<file path="config.mk">
export PLATFORM = sky130hd
export DESIGN_NAME = gf180mcu_fd_sc_mcu7t5v0__nandn_pipe
export DESIGN_NICKNAME = d
export VERILOG_FILES = /design/src/rtl/gf180mcu_fd_sc_mcu7t5v0__nandn_pipe.sv
export SDC_FILE = /design/constraint.sdc
export NUM_CORES = 1
export LEC_CHECK = 0
export BUFFER_PORTS_ARGS = -buffer_cell sky130_fd_sc_hd__clkbuf_2
export CORE_MARGIN = 2
export CORE_UTILIZATION = 46
export DETAILED_ROUTE_END_ITERATION = 8
export MAX_ROUTING_LAYER = met4
export PLACE_DENSITY = 0.85
export SKIP_CTS_REPAIR_TIMING = 1
export SYNTH_ARGS = -nofsm -noshare
export SYNTH_HDL_FRONTEND = slang
export SYNTH_SLANG_ARGS = --single-unit
</file>
<file path="constraint.sdc">
create_clock -name CLK -period 1.6 [get_ports CLK]
set_input_delay 0.16 -clock CLK [delete_from_list [all_inputs] [get_ports CLK]]
set_output_delay 0.16 -clock CLK [all_outputs]
set_load 0.03 [all_outputs]
</file>
<file path="src/rtl/gf180mcu_fd_sc_mcu7t5v0__nandn_pipe.sv">
// Pipelined multi-channel wide NAND/AND.
// Each channel reduces WIDTH inputs through a tree of 3-input AND nodes.
// Leaves are padded with logic 1 up to 3**L positions.
// Every tree level is one register rank, and the last rank drives ZN.
// A valid bit travels alongside each rank.
// EN stalls every rank, including the valid pipeline.
module gf180mcu_fd_sc_mcu7t5v0__nandn_pipe #(
  parameter int WIDTH  = 9,
  parameter int CH     = 4,
  parameter bit INVERT = 1'b1
) (
`ifdef USE_POWER_PINS
  inout  wire                  VDD,
  inout  wire                  VSS,
`endif
  input  logic                 CLK,
  input  logic                 RN,
  input  logic                 EN,
  input  logic                 VLD_IN,
  input  logic [CH*WIDTH-1:0]  A,
  output logic [CH-1:0]        ZN,
  output logic                 VLD_OUT
);

  // Smallest L such that 3**L >= n.
  function automatic int clog3(input int n);
    int l;
    int p;
    l = 0;
    p = 1;
    while (p < n) begin
      p = p * 3;
      l = l + 1;
    end
    return l;
  endfunction

  function automatic int pow3(input int e);
    int p;
    p = 1;
    for (int i = 0; i < e; i++) begin
      p = p * 3;
    end
    return p;
  endfunction

  localparam int L        = clog3(WIDTH);
  localparam int LEAVES   = pow3(L);
  // Rank k holds CH * 3**(L-1-k) nodes; all ranks are packed into one vector.
  localparam int TOTAL    = CH * (LEAVES - 1) / 2;
  localparam int OUT_BASE = TOTAL - CH;

  // Bit offset of rank k inside the packed tree vector.
  function automatic int rank_base(input int k);
    int b;
    b = 0;
    for (int j = 0; j < k; j++) begin
      b = b + CH * pow3(L - 1 - j);
    end
    return b;
  endfunction

  logic [TOTAL-1:0] tree_r;
  logic [TOTAL-1:0] tree_d;
  logic [L-1:0]     vld_r;
  logic [L-1:0]     vld_d;
  logic [2:0]       leg_s;

  // Next value of every tree node.
  // Rank 0 reads padded leaves from A, and higher ranks read the previous rank.
  // The output polarity is applied ahead of the last rank.
  always_comb begin
    tree_d = '0;
    leg_s  = 3'b111;
    for (int k = 0; k < L; k++) begin
      for (int c = 0; c < CH; c++) begin
        for (int n = 0; n < pow3(L - 1 - k); n++) begin
          for (int j = 0; j < 3; j++) begin
            if (k == 0) begin
              if ((3 * n + j) < WIDTH) begin
                leg_s[j] = A[c * WIDTH + 3 * n + j];
              end else begin
                leg_s[j] = 1'b1;
              end
            end else begin
              leg_s[j] = tree_r[rank_base(k - 1) + c * 3 * pow3(L - 1 - k) + 3 * n + j];
            end
          end
          tree_d[rank_base(k) + c * pow3(L - 1 - k) + n] =
            ((k == L - 1) && INVERT) ? ~(&leg_s) : (&leg_s);
        end
      end
    end
  end

  // Next value of the valid pipeline: a plain shift alongside the data ranks.
  always_comb begin
    vld_d    = '0;
    vld_d[0] = VLD_IN;
    for (int k = 1; k < L; k++) begin
      vld_d[k] = vld_r[k - 1];
    end
  end

  // Register all ranks: clear asynchronously, advance on EN, otherwise hold.
  always_ff @(posedge CLK or negedge RN) begin
    if (!RN) begin
      tree_r <= '0;
      vld_r  <= '0;
    end else if (EN) begin
      tree_r <= tree_d;
      vld_r  <= vld_d;
    end else begin
      tree_r <= tree_r;
      vld_r  <= vld_r;
    end
  end

  assign ZN      = tree_r[OUT_BASE +: CH];
  assign VLD_OUT = vld_r[L-1];

endmodule
</file>
Word-level counts from Yosys, hierarchy flattened
Cells that the tools add are included.
{"block": "word_totals", "regBits": 18, "out_inout_bits": 5, "wordCells": 22}
{"block": "classes", "bitwise_logic": 4, "reduce_logical": 16}
{"cell": "3-bit AND reduction", "count": 16}
{"cell": "1-bit NOT", "count": 4}

Logic depth before layout (Yosys ltp)
Gate-level depths: netlist of the first run.
{"block": "depth", "depth_word": 2, "mapped_depth": 4, "mapped_depth_nobuf": 2}

Worst setup path after synthesis of the first run
Ideal clock, no wire load.
{"block": "synth_timing", "kind": "register -> register", "start": "reg, netlist name vld_r[1]", "end": "reg vld_r[1]", "setup_ps": 125, "arrival_ps": 756, "required_ps": 1475, "slack_ps": 719, "path_stages_with_launch": 2, "path_cell_list": "dfrtp_1 > mux2_2"}
{"item": "to (signal assigned)", "line_no": "112", "rtl": "vld_r <= vld_d;"}
{"item": "to (signal assigned)", "line_no": "115", "rtl": "vld_r <= vld_r;"}
{"item": "to (decl)", "line_no": "65", "rtl": "logic [L-1:0] vld_r;"}

Final worst setup path of the first run
{"block": "layout_timing", "start": "reg tree_r[13]", "end": "out ZN[1]"}
{"item": "from (decl)", "line_no": "63", "rtl": "logic [TOTAL-1:0] tree_r;"}
{"item": "from (signal assigned)", "line_no": "111", "rtl": "tree_r <= tree_d;"}
{"item": "from (signal assigned)", "line_no": "114", "rtl": "tree_r <= tree_r;"}
{"item": "to (decl)", "line_no": "21", "rtl": "output logic [CH-1:0] ZN,"}
No word-level cell between the ends.

==> results of run 1 <==
[logic make-up after synthesis]
logic type / synth area share
mux: 0.0275
flops: 0.550
compound gates: 0.153
buf+inv: 0.153
simple gates: 0.116
[cell type report]
| cell class | instances | share of cell area |
|---|---|---|
| Sequential cell | 18 | 0.432 |
| Timing Repair Buffer | 46 | 0.228 |
| Multi-Input combinational cell | 34 | 0.233 |
| Clock buffer | 4 | 0.0348 |
| Tap cell | 25 | 0.0300 |
| Inverter | 12 | 0.0432 |
[layer usage]
layer  track usage  vias to the layer above  wire length (um)
li1              -                      331                 -
met1         0.221                      307               645
met2         0.231                       26               739
met3        0.0353                        2               106
met4        0.0686                        0                12
met5             -                        -                 0
[final timing paths]
| kind | end | slack (ns) | cells after the start |
|---|---|---|---|
| setup reg to reg | vld_r[0] | 0.85 | 1 |
| max in group asynchronous | tree_r[2] | 0.97 | 2 |
| setup / recovery | ZN[1] | 0.56 | 1 |
| hold reg to reg | tree_r[12] | 0.49 | 1 |
| min in group asynchronous | tree_r[14] | 0.33 | 2 |
| hold / removal | vld_r[0] | 0.11 | 2 |
[flip-flops by register name, indices dropped and copies added (netlist names)]
| name | count |
|---|---|
| tree_r | 16 |
| vld_r | 2 |
[cell usage after synthesis]
library cell / count
sky130_fd_sc_hd__a41oi_2: 4
sky130_fd_sc_hd__buf_12: 1
sky130_fd_sc_hd__buf_4: 4
sky130_fd_sc_hd__buf_6: 1
sky130_fd_sc_hd__clkbuf_2: 1
sky130_fd_sc_hd__clkbuf_8: 1
sky130_fd_sc_hd__dfrtp_1: 18
sky130_fd_sc_hd__inv_1: 12
sky130_fd_sc_hd__mux2_2: 2
sky130_fd_sc_hd__nand4_1: 12
sky130_fd_sc_hd__nor2_1: 2
sky130_fd_sc_hd__nor2_2: 2
sky130_fd_sc_hd__o21ai_0: 12
[where the power goes]
| part | internal, mW | total, mW | switching [mW] |
|---|---|---|---|
| Clock | 0.138 | 0.270 | 0.132 |
| Combinational | 0.0538 | 0.106 | 0.0526 |
| Sequential | 0.478 | 0.494 | 0.0153 |
[metrics by stage]
step | setup slack, ns | hold slack (ns) | area, sq um | utilization
2_1_floorplan | 0.719 | -0.136 | 818 | -
3_3_place_gp | 0.652 | 0.115 | 997 | 0.584
3_5_place_dp | 0.610 | 0.116 | 997 | 0.584
4_1_cts | 0.553 | -0.198 | 1030 | 0.605
5_1_grt | 0.515 | 0.101 | 1040 | 0.611
6_report | 0.561 | 0.108 | 1040 | 0.611
==> impl_metrics.prom, run 1 <==
# TYPE chip_impl_metric gauge
chip_impl_info{name="outcome",value="complete, no violations"} 1
chip_impl_metric{name="timing.critical_path.arrival",unit="ns"} 0.88
chip_impl_metric{name="layout.filler_cells",unit=""} 139
chip_impl_metric{name="synth_net_count",unit=""} 112
chip_impl_metric{name="first_pass_iters",unit=""} 4
chip_impl_info{name="cts_tree",value="yes"} 1
chip_impl_metric{name="cts_max_path_buffers",unit=""} 2
chip_impl_metric{name="min_period_over_period",unit=""} 0.649
chip_impl_metric{name="power_density",unit="nW/um^2"} 834
chip_impl_metric{name="highest_clock_frequency_the_design_can_meet",unit="MHz"} 963
chip_impl_metric{name="final-setup-viol-count",unit=""} 0
chip_impl_metric{name="synthesized_cell_area",unit="sq um"} 818
chip_impl_metric{name="drc",unit=""} 0
chip_impl_metric{name="timing.final.max_slew_violations",unit=""} 0
chip_impl_info{name="cpMaxStageDelayCell",value="sky130_fd_sc_hd__dfrtp_1"} 1
chip_impl_metric{name="synth.yosys.warnings",unit=""} 0
chip_impl_metric{name="cts_made_buffers",unit=""} 3
chip_impl_metric{name="ys_types",unit=""} 13
chip_impl_info{name="crit_family",value="flip-flops"} 1
chip_impl_metric{name="drive_above_1_share",unit=""} 0.500
chip_impl_info{name="final_common_cell",value="sky130_fd_sc_hd__clkbuf_2"} 1
chip_impl_metric{name="crit_path_max_incr_delay",unit="ns"} 0.38
chip_impl_metric{name="total_power",unit="mW"} 0.870
chip_impl_metric{name="ys_seq_area_frac",unit=""} 0.550
chip_impl_info{name="type_of_the_worst_min_delay_path",value="input pin to flip-flop"} 1
chip_impl_metric{name="clock_slew_seen_by_the_registers_of_the_worst_setup_and_hold_paths",unit="ns"} 0.10
chip_impl_metric{name="globalRouteOverflowTotal",unit=""} 0
chip_impl_metric{name="grt_util_all_layers",unit=""} 0.161
chip_impl_metric{name="place.port_buffers",unit=""} 44
chip_impl_metric{name="die_width",unit="um"} 46.2
chip_impl_info{name="critPathLaunch",value="tree_r[13]"} 1
chip_impl_metric{name="finish.cell_count_without_fillers",unit=""} 139
chip_impl_info{name="worstReg2RegStart",value="vld_r[0]"} 1
chip_impl_info{name="setup.worst_path.class",value="flip-flop to primary output"} 1
chip_impl_metric{name="vdd_drop_max",unit="mV"} 0.472
chip_impl_metric{name="synthDominantCellAreaShare",unit=""} 0.550
chip_impl_metric{name="die_h",unit="um"} 46.2
chip_impl_metric{name="synthCells",unit=""} 72
chip_impl_metric{name="core_area",unit="sq um"} 1710
chip_impl_metric{name="crit_fanout",unit=""} 2
chip_impl_metric{name="grt_pass1_wl",unit="um"} 2350
chip_impl_metric{name="detail_route.vias_per_cell",unit=""} 4.79
chip_impl_info{name="synth_area_leader_cell",value="sky130_fd_sc_hd__dfrtp_1"} 1
chip_impl_info{name="crit_chain",value="clkbuf_2"} 1
chip_impl_metric{name="synth.ff_latch_count",unit=""} 18
chip_impl_metric{name="slew_headroom",unit=""} 0.713
chip_impl_metric{name="placed_cell_count",unit=""} 134
chip_impl_metric{name="syn_avg_cell_area",unit="sq um"} 11.4
chip_impl_metric{name="worstPathBufferInverterCount",unit=""} 1
chip_impl_metric{name="number_of_clock_sinks",unit=""} 18
chip_impl_metric{name="start_util",unit=""} 0.479
chip_impl_metric{name="leakagePower",unit="nW"} 0.496
chip_impl_metric{name="synthToLayoutAreaGrowth",unit="%"} 27.5
chip_impl_metric{name="pin_count",unit=""} 45
chip_impl_metric{name="antenna_violations_before_repair",unit=""} 0
chip_impl_metric{name="num_antenna_cells",unit=""} 0
chip_impl_metric{name="dp_hpwl",unit="um"} 1170
chip_impl_metric{name="timing_worst_slew_pin_value",unit="ns"} 0.431
chip_impl_metric{name="multi_input_area",unit="sq um"} 243
chip_impl_info{name="cp-end-kind",value="primary output"} 1
chip_impl_metric{name="detail_route.wirelength",unit="um"} 1500
chip_impl_metric{name="cp_data_required_time",unit="ns"} 1.44
chip_impl_info{name="hold_path.startpoint",value="VLD_IN"} 1
chip_impl_metric{name="timing_hold_violations_final",unit=""} 0
chip_impl_info{name="rsz0062_at_grt",value="no"} 1
chip_impl_metric{name="grt_pass1_vias",unit=""} 577
chip_impl_metric{name="dr.first_iter.drc_count",unit=""} 7
chip_impl_info{name="post_synth_main_area_contributors",value="sky130_fd_sc_hd__dfrtp_1 (55%), sky130_fd_sc_hd__nand4_1 (9.2%), sky130_fd_sc_hd__a41oi_2 (8.0%)"} 1
chip_impl_info{name="cts_root_buf",value="sky130_fd_sc_hd__clkbuf_4"} 1
chip_impl_metric{name="clock-skew-final",unit="ns"} 0.00362
chip_impl_metric{name="min_period",unit="ns"} 1.04
chip_impl_metric{name="routabilityCongestion",unit=""} 0.673
chip_impl_metric{name="number_of_core_rows",unit=""} 15
chip_impl_metric{name="pin_count_of_the_biggest_net_entering_global_routing",unit=""} 28
chip_impl_metric{name="design.die.area",unit="sq um"} 2130
chip_impl_metric{name="final.setup.tns",unit="ns"} 0
chip_impl_info{name="mostFrequentLayoutCells",value="sky130_fd_sc_hd__clkbuf_2 (44), sky130_fd_sc_hd__dfrtp_1 (18), sky130_fd_sc_hd__inv_1 (12), sky130_fd_sc_hd__nand4_1 (12), sky130_fd_sc_hd__o21ai_0 (12)"} 1
chip_impl_metric{name="max_cap_violations",unit=""} 0
chip_impl_metric{name="nNetsFinal",unit=""} 155
chip_impl_info{name="worst_setup_path_start_kind",value="flip-flop"} 1
chip_impl_metric{name="ant_nets",unit=""} 0
chip_impl_metric{name="clkLatencyLatePin",unit="ns"} 0.28
chip_impl_metric{name="layout.area.seq",unit="sq um"} 450
chip_impl_metric{name="vias",unit=""} 666
chip_impl_metric{name="clock_tree.htree_level_count",unit=""} 1
chip_impl_metric{name="avgRoutedWirePerCell",unit="um"} 10.8
(Power assumes the default switching activity.)
==> inputs of run 2 (changes only) <==
--- a/config.mk
+++ b/config.mk
@@ -6,11 +6,12 @@
 export NUM_CORES = 1
 export LEC_CHECK = 0
 export BUFFER_PORTS_ARGS = -buffer_cell sky130_fd_sc_hd__clkbuf_2
+export CORE_ASPECT_RATIO = 1.5
 export CORE_MARGIN = 2
-export CORE_UTILIZATION = 46
+export CORE_UTILIZATION = 38
 export DETAILED_ROUTE_END_ITERATION = 8
 export MAX_ROUTING_LAYER = met4
-export PLACE_DENSITY = 0.85
+export PLACE_DENSITY = 0.76
 export SKIP_CTS_REPAIR_TIMING = 1
 export SYNTH_ARGS = -nofsm -noshare
 export SYNTH_HDL_FRONTEND = slang
==> constraint.sdc (replaced) <==
create_clock -name CLK -period 0.9 [get_ports CLK]
set_input_delay 0.09 -clock CLK [delete_from_list [all_inputs] [get_ports CLK]]
set_output_delay 0.09 -clock CLK [all_outputs]
set_load 0.03 [all_outputs]
==> run 2 against run 1 <==
  * The flow now finishes with violations (setup timing)
  * Die area rose by 20%
  * Critical path type unchanged
  * Clock-buffer cell count unchanged
  * Power grew 82%
  * Via count increased by 2.3%
  * Largest power group unchanged
  * Sequential share of layout area down 3.0 points
  * Sequential power grew 78%
  * Cell count increased by 1.4%
  * Combinational power rose by 110%
  * Routed wire length grew 5.3%
==> impl_metrics.prom, run 2 (synthesis gave the netlist of run 1 again) <==
# TYPE chip_impl_metric gauge
chip_impl_metric{name="ant_nets",unit=""} 0
chip_impl_info{name="worstReg2RegStart",value="vld_r[1]"} 1
chip_impl_metric{name="reg2reg_slack",unit="ns"} 0.01
chip_impl_info{name="whs_endpoint",value="tree_r[9]"} 1
chip_impl_metric{name="die_h",unit="um"} 60.8
chip_impl_metric{name="highest_clock_frequency_the_design_can_meet",unit="MHz"} 1080
chip_impl_info{name="crit_chain",value="buf_6"} 1
chip_impl_metric{name="placement.setup.worst_slack",unit="ns"} 0.146
chip_impl_metric{name="drc",unit=""} 0
chip_impl_metric{name="antenna_violations_before_repair",unit=""} 0
chip_impl_metric{name="routabilityCongestion",unit=""} 0.670
chip_impl_info{name="final_common_cell",value="sky130_fd_sc_hd__clkbuf_2"} 1
chip_impl_metric{name="cts_max_path_buffers",unit=""} 2
chip_impl_metric{name="final-setup-viol-count",unit=""} 5
chip_impl_metric{name="cp_data_required_time",unit="ns"} 0.81
chip_impl_metric{name="layout.filler_cells",unit=""} 182
chip_impl_metric{name="largest_register_ff_count",unit=""} 16
chip_impl_info{name="violations_in_the_final_reports",value="setup timing"} 1
chip_impl_metric{name="grt_pass1_vias",unit=""} 602
chip_impl_metric{name="number_of_clock_sinks",unit=""} 18
chip_impl_metric{name="layout.cell_area.non_filler",unit="sq um"} 1120
chip_impl_info{name="cts_tree",value="yes"} 1
chip_impl_metric{name="pin_count_of_the_biggest_net_entering_global_routing",unit=""} 21
chip_impl_info{name="cp-end-kind",value="primary output"} 1
chip_impl_metric{name="grt_pass1_wl",unit="um"} 2460
chip_impl_metric{name="vdd_drop_max",unit="mV"} 0.912
chip_impl_info{name="worst_r2r_endpoint",value="vld_r[1]"} 1
chip_impl_metric{name="num_antenna_cells",unit=""} 0
chip_impl_metric{name="drive_above_1_share",unit=""} 0.521
chip_impl_metric{name="slew_headroom",unit=""} 0.714
chip_impl_metric{name="synthToLayoutAreaGrowth",unit="%"} 37.0
chip_impl_metric{name="pin_count",unit=""} 45
chip_impl_info{name="outcome",value="finished with violations"} 1
chip_impl_metric{name="design.die.area",unit="sq um"} 2550
chip_impl_metric{name="total_power",unit="mW"} 1.59
chip_impl_metric{name="worstPathBufferInverterCount",unit=""} 1
chip_impl_info{name="rsz0062_at_grt",value="yes"} 1
chip_impl_metric{name="crit_fanout",unit=""} 2
chip_impl_metric{name="max_cap_violations",unit=""} 0
chip_impl_metric{name="grt_util_all_layers",unit=""} 0.132
chip_impl_info{name="setup.worst_path.class",value="flip-flop to primary output"} 1
chip_impl_metric{name="clkLatencyLatePin",unit="ns"} 0.28
chip_impl_metric{name="clock_tree.htree_level_count",unit=""} 1
chip_impl_metric{name="detail_route.wirelength",unit="um"} 1580
chip_impl_metric{name="timing.critical_path.arrival",unit="ns"} 0.84
chip_impl_metric{name="avgRoutedWirePerCell",unit="um"} 11.2
chip_impl_info{name="crit_family",value="flip-flops"} 1
chip_impl_info{name="hold_path.startpoint",value="A[28]"} 1
chip_impl_metric{name="timing_hold_violations_final",unit=""} 0
chip_impl_metric{name="hold_depth",unit=""} 3
chip_impl_metric{name="globalRouteOverflowTotal",unit=""} 0
chip_impl_metric{name="timing_worst_slew_pin_value",unit="ns"} 0.430
chip_impl_info{name="cts_root_buf",value="sky130_fd_sc_hd__clkbuf_4"} 1
chip_impl_info{name="type_of_the_worst_min_delay_path",value="input pin to flip-flop"} 1
chip_impl_metric{name="clock-skew-final",unit="ns"} 0.000714
chip_impl_metric{name="min_period_over_period",unit=""} 1.03
chip_impl_info{name="worst_setup_path_start_kind",value="flip-flop"} 1
chip_impl_metric{name="place.port_buffers",unit=""} 44
chip_impl_metric{name="die_width",unit="um"} 41.9
chip_impl_metric{name="start_util",unit=""} 0.404
chip_impl_metric{name="crit_path_max_incr_delay",unit="ns"} 0.41
chip_impl_metric{name="placedInstanceArea",unit="sq um"} 1010
chip_impl_metric{name="timing.final.max_slew_violations",unit=""} 0
chip_impl_metric{name="finish.cell_count_without_fillers",unit=""} 141
chip_impl_metric{name="ff2ff_path_depth",unit=""} 2
chip_impl_metric{name="first_pass_iters",unit=""} 3
chip_impl_info{name="largest-register",value="tree_r"} 1
chip_impl_info{name="cpMaxStageDelayCell",value="sky130_fd_sc_hd__dfrtp_1"} 1
chip_impl_metric{name="number_of_core_rows",unit=""} 20
chip_impl_metric{name="final.setup.tns",unit="ns"} -0.0986
chip_impl_metric{name="detail_route.vias_per_cell",unit=""} 4.83
chip_impl_info{name="mostFrequentLayoutCells",value="sky130_fd_sc_hd__clkbuf_2 (39), sky130_fd_sc_hd__dfrtp_1 (18), sky130_fd_sc_hd__inv_1 (12), sky130_fd_sc_hd__nand4_1 (12), sky130_fd_sc_hd__o21ai_0 (12)"} 1
chip_impl_metric{name="placed_cell_count",unit=""} 132
chip_impl_metric{name="cts_made_buffers",unit=""} 3
chip_impl_metric{name="dp_hpwl",unit="um"} 1260
chip_impl_info{name="top_regs",value="tree_r (16), vld_r (2)"} 1
chip_impl_metric{name="leakagePower",unit="nW"} 0.534
chip_impl_metric{name="dr.first_iter.drc_count",unit=""} 3
chip_impl_metric{name="power_density",unit="nW/um^2"} 1410
chip_impl_metric{name="worst_hold_slack",unit="ns"} 0.0332
chip_impl_metric{name="utilization_of_the_core_after_routing",unit=""} 0.553
chip_impl_metric{name="nNetsFinal",unit=""} 160
chip_impl_metric{name="vias",unit=""} 681
chip_impl_metric{name="min_period",unit="ns"} 0.930
chip_impl_metric{name="core_area",unit="sq um"} 2030
chip_impl_metric{name="clock_slew_seen_by_the_registers_of_the_worst_setup_and_hold_paths",unit="ns"} 0.10
chip_impl_metric{name="timing.final.ws_setup",unit="ns"} -0.0298
## run 2: area by class of cell
type	instances	area, sq um	area share
clock buffer	4	36.3	0.0324
multi-input combinational	34	243	0.217
sequential	18	450	0.402
inverter	12	45.0	0.0402
tap	22	27.5	0.0246
timing repair buffer	51	319	0.285
## run 2: worst max-delay path by stage
| stage | startpoint | end | cells after the start |
|---|---|---|---|
| floorplan | vld_r[1] | vld_r[1] | 1 |
| global placement | vld_r[1] | vld_r[1] | 1 |
| detailed placement | EN | tree_r[15] | 4 |
| CTS | tree_r[14] | ZN[2] | 1 |
| global route | tree_r[12] | ZN[0] | 1 |
| finish | tree_r[14] | ZN[2] | 1 |
## run 2: tightest hold or removal path, stage by stage
cell,delay [ns]
sky130_fd_sc_hd__clkbuf_2,0.08
sky130_fd_sc_hd__nand4_1,0.05
sky130_fd_sc_hd__o21ai_0,0.07
## run 2: power breakdown
part | internal (mW) | switching [mW] | total (mW)
Combinational | 0.121 | 0.0981 | 0.219
Sequential | 0.851 | 0.0282 | 0.879
Clock | 0.246 | 0.241 | 0.487
Total | 1.22 | 0.367 | 1.59
## run 2: metal layers
layer  up-vias  GRT usage  part of all wire
li1        342          -                 -
met1       315      0.156              0.38
met2        22      0.208              0.54
met3         2     0.0327             0.071
met4         0     0.0691             0.013
met5         -          -                 0
==> inputs of run 3 (changes only) <==
--- a/config.mk
+++ b/config.mk
@@ -10,6 +10,7 @@
 export CORE_MARGIN = 2
 export CORE_UTILIZATION = 38
 export DETAILED_ROUTE_END_ITERATION = 8
+export HOLD_SLACK_MARGIN = 0.06
 export MAX_ROUTING_LAYER = met4
 export PLACE_DENSITY = 0.76
 export SKIP_CTS_REPAIR_TIMING = 1
==> run 3 against run 2 <==
  * The flow still finishes with violations (setup timing)
  * Global-route usage did not move
  * Clock power barely moved
  * Combinational power rose by 14%
  * Routed wire length rose by 11%
  * Power rose by 1.9%
  * Critical endpoint unchanged
  * Highest routed layer unchanged
==> impl_metrics.prom, run 3 (synthesis gave the netlist of run 1 again) <==
# TYPE chip_impl_metric gauge
chip_impl_metric{name="antenna_violations_before_repair",unit=""} 0
chip_impl_info{name="top_regs",value="tree_r (16), vld_r (2)"} 1
chip_impl_metric{name="clkLatencyLatePin",unit="ns"} 0.28
chip_impl_metric{name="leakagePower",unit="nW"} 0.567
chip_impl_metric{name="die_h",unit="um"} 60.8
chip_impl_metric{name="timing.critical_path.arrival",unit="ns"} 0.84
chip_impl_metric{name="p_clk_frac",unit=""} 0.302
chip_impl_metric{name="utilization_of_the_core_after_routing",unit=""} 0.593
chip_impl_metric{name="min_period_over_period",unit=""} 1.03
chip_impl_info{name="final_common_cell",value="sky130_fd_sc_hd__clkbuf_2"} 1
chip_impl_metric{name="seqPwrFrac",unit=""} 0.544
chip_impl_metric{name="start_util",unit=""} 0.404
chip_impl_metric{name="crit_fanout",unit=""} 2
chip_impl_info{name="violations_in_the_final_reports",value="setup timing"} 1
chip_impl_metric{name="num_antenna_cells",unit=""} 0
chip_impl_metric{name="cp_data_required_time",unit="ns"} 0.81
chip_impl_info{name="largest-register",value="tree_r"} 1
chip_impl_metric{name="timing_worst_slew_pin_value",unit="ns"} 0.438
chip_impl_info{name="worst_setup_path_start_kind",value="flip-flop"} 1
chip_impl_metric{name="clock_slew_seen_by_the_registers_of_the_worst_setup_and_hold_paths",unit="ns"} 0.10
chip_impl_metric{name="switching_share",unit=""} 0.232
chip_impl_metric{name="worst_hold_slack",unit="ns"} 0.0383
chip_impl_metric{name="vias",unit=""} 709
chip_impl_metric{name="timing_hold_violations_final",unit=""} 0
chip_impl_metric{name="placement.setup.worst_slack",unit="ns"} 0.146
chip_impl_info{name="rsz0062_at_grt",value="yes"} 1
chip_impl_metric{name="detail_route.wirelength",unit="um"} 1750
chip_impl_metric{name="pin_count_of_the_biggest_net_entering_global_routing",unit=""} 21
chip_impl_info{name="type_of_the_worst_min_delay_path",value="input pin to flip-flop"} 1
chip_impl_info{name="cpMaxStageDelayCell",value="sky130_fd_sc_hd__dfrtp_1"} 1
chip_impl_metric{name="die_width",unit="um"} 41.9
chip_impl_metric{name="largest_register_ff_count",unit=""} 16
chip_impl_metric{name="grt_pass1_vias",unit=""} 602
chip_impl_info{name="cp-end-kind",value="primary output"} 1
chip_impl_metric{name="worstPathBufferInverterCount",unit=""} 1
chip_impl_metric{name="detail_route.vias_per_cell",unit=""} 4.76
chip_impl_metric{name="timing.final.ws_setup",unit="ns"} -0.0310
chip_impl_info{name="cts_root_buf",value="sky130_fd_sc_hd__clkbuf_4"} 1
chip_impl_metric{name="ant_nets",unit=""} 0
chip_impl_metric{name="net-switching-power",unit="mW"} 0.375
chip_impl_metric{name="dr.first_iter.drc_count",unit=""} 5
chip_impl_metric{name="design.die.area",unit="sq um"} 2550
chip_impl_metric{name="grt_util_all_layers",unit=""} 0.132
chip_impl_metric{name="routabilityCongestion",unit=""} 0.670
chip_impl_metric{name="synthToLayoutAreaGrowth",unit="%"} 46.8
chip_impl_metric{name="comb_power_share",unit=""} 0.154
chip_impl_metric{name="drc",unit=""} 0
chip_impl_metric{name="clock_tree.htree_level_count",unit=""} 1
chip_impl_metric{name="place.port_buffers",unit=""} 44
chip_impl_metric{name="vdd_drop_max",unit="mV"} 0.974
chip_impl_info{name="setup.worst_path.class",value="flip-flop to primary output"} 1
chip_impl_info{name="mostFrequentLayoutCells",value="sky130_fd_sc_hd__clkbuf_2 (39), sky130_fd_sc_hd__dfrtp_1 (18), sky130_fd_sc_hd__inv_1 (12), sky130_fd_sc_hd__nand4_1 (12), sky130_fd_sc_hd__o21ai_0 (12)"} 1
chip_impl_info{name="cts_tree",value="yes"} 1
chip_impl_info{name="crit_chain",value="buf_6"} 1
chip_impl_metric{name="highest_clock_frequency_the_design_can_meet",unit="MHz"} 1070
chip_impl_metric{name="layout.filler_cells",unit=""} 175
chip_impl_metric{name="first_pass_iters",unit=""} 3
chip_impl_metric{name="pin_count",unit=""} 45
chip_impl_metric{name="dp_hpwl",unit="um"} 1260
chip_impl_metric{name="globalRouteOverflowTotal",unit=""} 0
chip_impl_metric{name="avgRoutedWirePerCell",unit="um"} 11.7
chip_impl_metric{name="core_area",unit="sq um"} 2030
chip_impl_metric{name="max_cap_violations",unit=""} 0
chip_impl_metric{name="drive_above_1_share",unit=""} 0.488
chip_impl_metric{name="slew_headroom",unit=""} 0.708
chip_impl_metric{name="nNetsFinal",unit=""} 168
chip_impl_metric{name="timing.final.max_slew_violations",unit=""} 0
chip_impl_metric{name="cts_max_path_buffers",unit=""} 2
chip_impl_info{name="crit_family",value="flip-flops"} 1
chip_impl_metric{name="min_period",unit="ns"} 0.931
chip_impl_metric{name="grt_pass1_wl",unit="um"} 2460
chip_impl_metric{name="number_of_core_rows",unit=""} 20
chip_impl_metric{name="clock-skew-final",unit="ns"} 0.000705
chip_impl_info{name="outcome",value="finished with violations"} 1
chip_impl_metric{name="power_density",unit="nW/um^2"} 1340
chip_impl_metric{name="crit_path_max_incr_delay",unit="ns"} 0.41
chip_impl_metric{name="power_report.internal_total",unit="mW"} 1.24
chip_impl_metric{name="cts_made_buffers",unit=""} 3
chip_impl_metric{name="number_of_clock_sinks",unit=""} 18
chip_impl_metric{name="final-setup-viol-count",unit=""} 5
[run 3: path summary, 6_finish.rpt]
check | startpoint | end | slack (ns) | cells after the start
worst max-delay path | tree_r[14] | ZN[2] | -0.03 | 1
worst min-delay path | A[34] | tree_r[11] | 0.04 | 3
worst max register to register | vld_r[1] | vld_r[1] | 0.01 | 2
worst min register to register | tree_r[7] | tree_r[14] | 0.49 | 1
max in group asynchronous | RN | tree_r[9] | 0.33 | 2
min in group asynchronous | RN | tree_r[15] | 0.26 | 2
[run 3: metal layers]
metal | vias up | part of all wire | global-route usage
li1 | 358 | - | -
met1 | 327 | 0.37 | 0.156
met2 | 22 | 0.55 | 0.208
met3 | 2 | 0.064 | 0.0327
met4 | 0 | 0.011 | 0.0691
met5 | - | 0 | -
[run 3: stage by stage]
| stage | setup TNS (ns) | instance area, sq um | std cells | power [mW] |
|---|---|---|---|---|
| 2_1_floorplan | 0 | 818 | 72 | 0.982 |
| 3_3_place_gp | 0 | 1010 | 132 | 1.08 |
| 5_1_grt | -0.271 | 1200 | 149 | 1.70 |
| 4_1_cts | -0.330 | 1050 | 136 | 1.58 |
| 6_report | -0.100 | 1200 | 149 | 1.61 |
| 3_5_place_dp | 0 | 1010 | 132 | 1.10 |
[run 3: area by class of cell]
cell class / instances / area, sq um / area share
well taps: 22 / 27.5 / 0.0229
flip-flops and latches: 18 / 450 / 0.375
multi-input cells: 34 / 243 / 0.202
inverters: 12 / 45.0 / 0.0375
clock buffers: 4 / 36.3 / 0.0302
repair buffers: 59 / 399 / 0.332
[run 3: power by group through the flow]
stage	Sequential, mW	Clock (mW)	Combinational [mW]
CTS	0.878	0.496	0.202
detailed placement	0.894	0	0.201
finish	0.879	0.487	0.249
global placement	0.891	0	0.194
global route	0.885	0.540	0.274
floorplan	0.902	0	0.0800
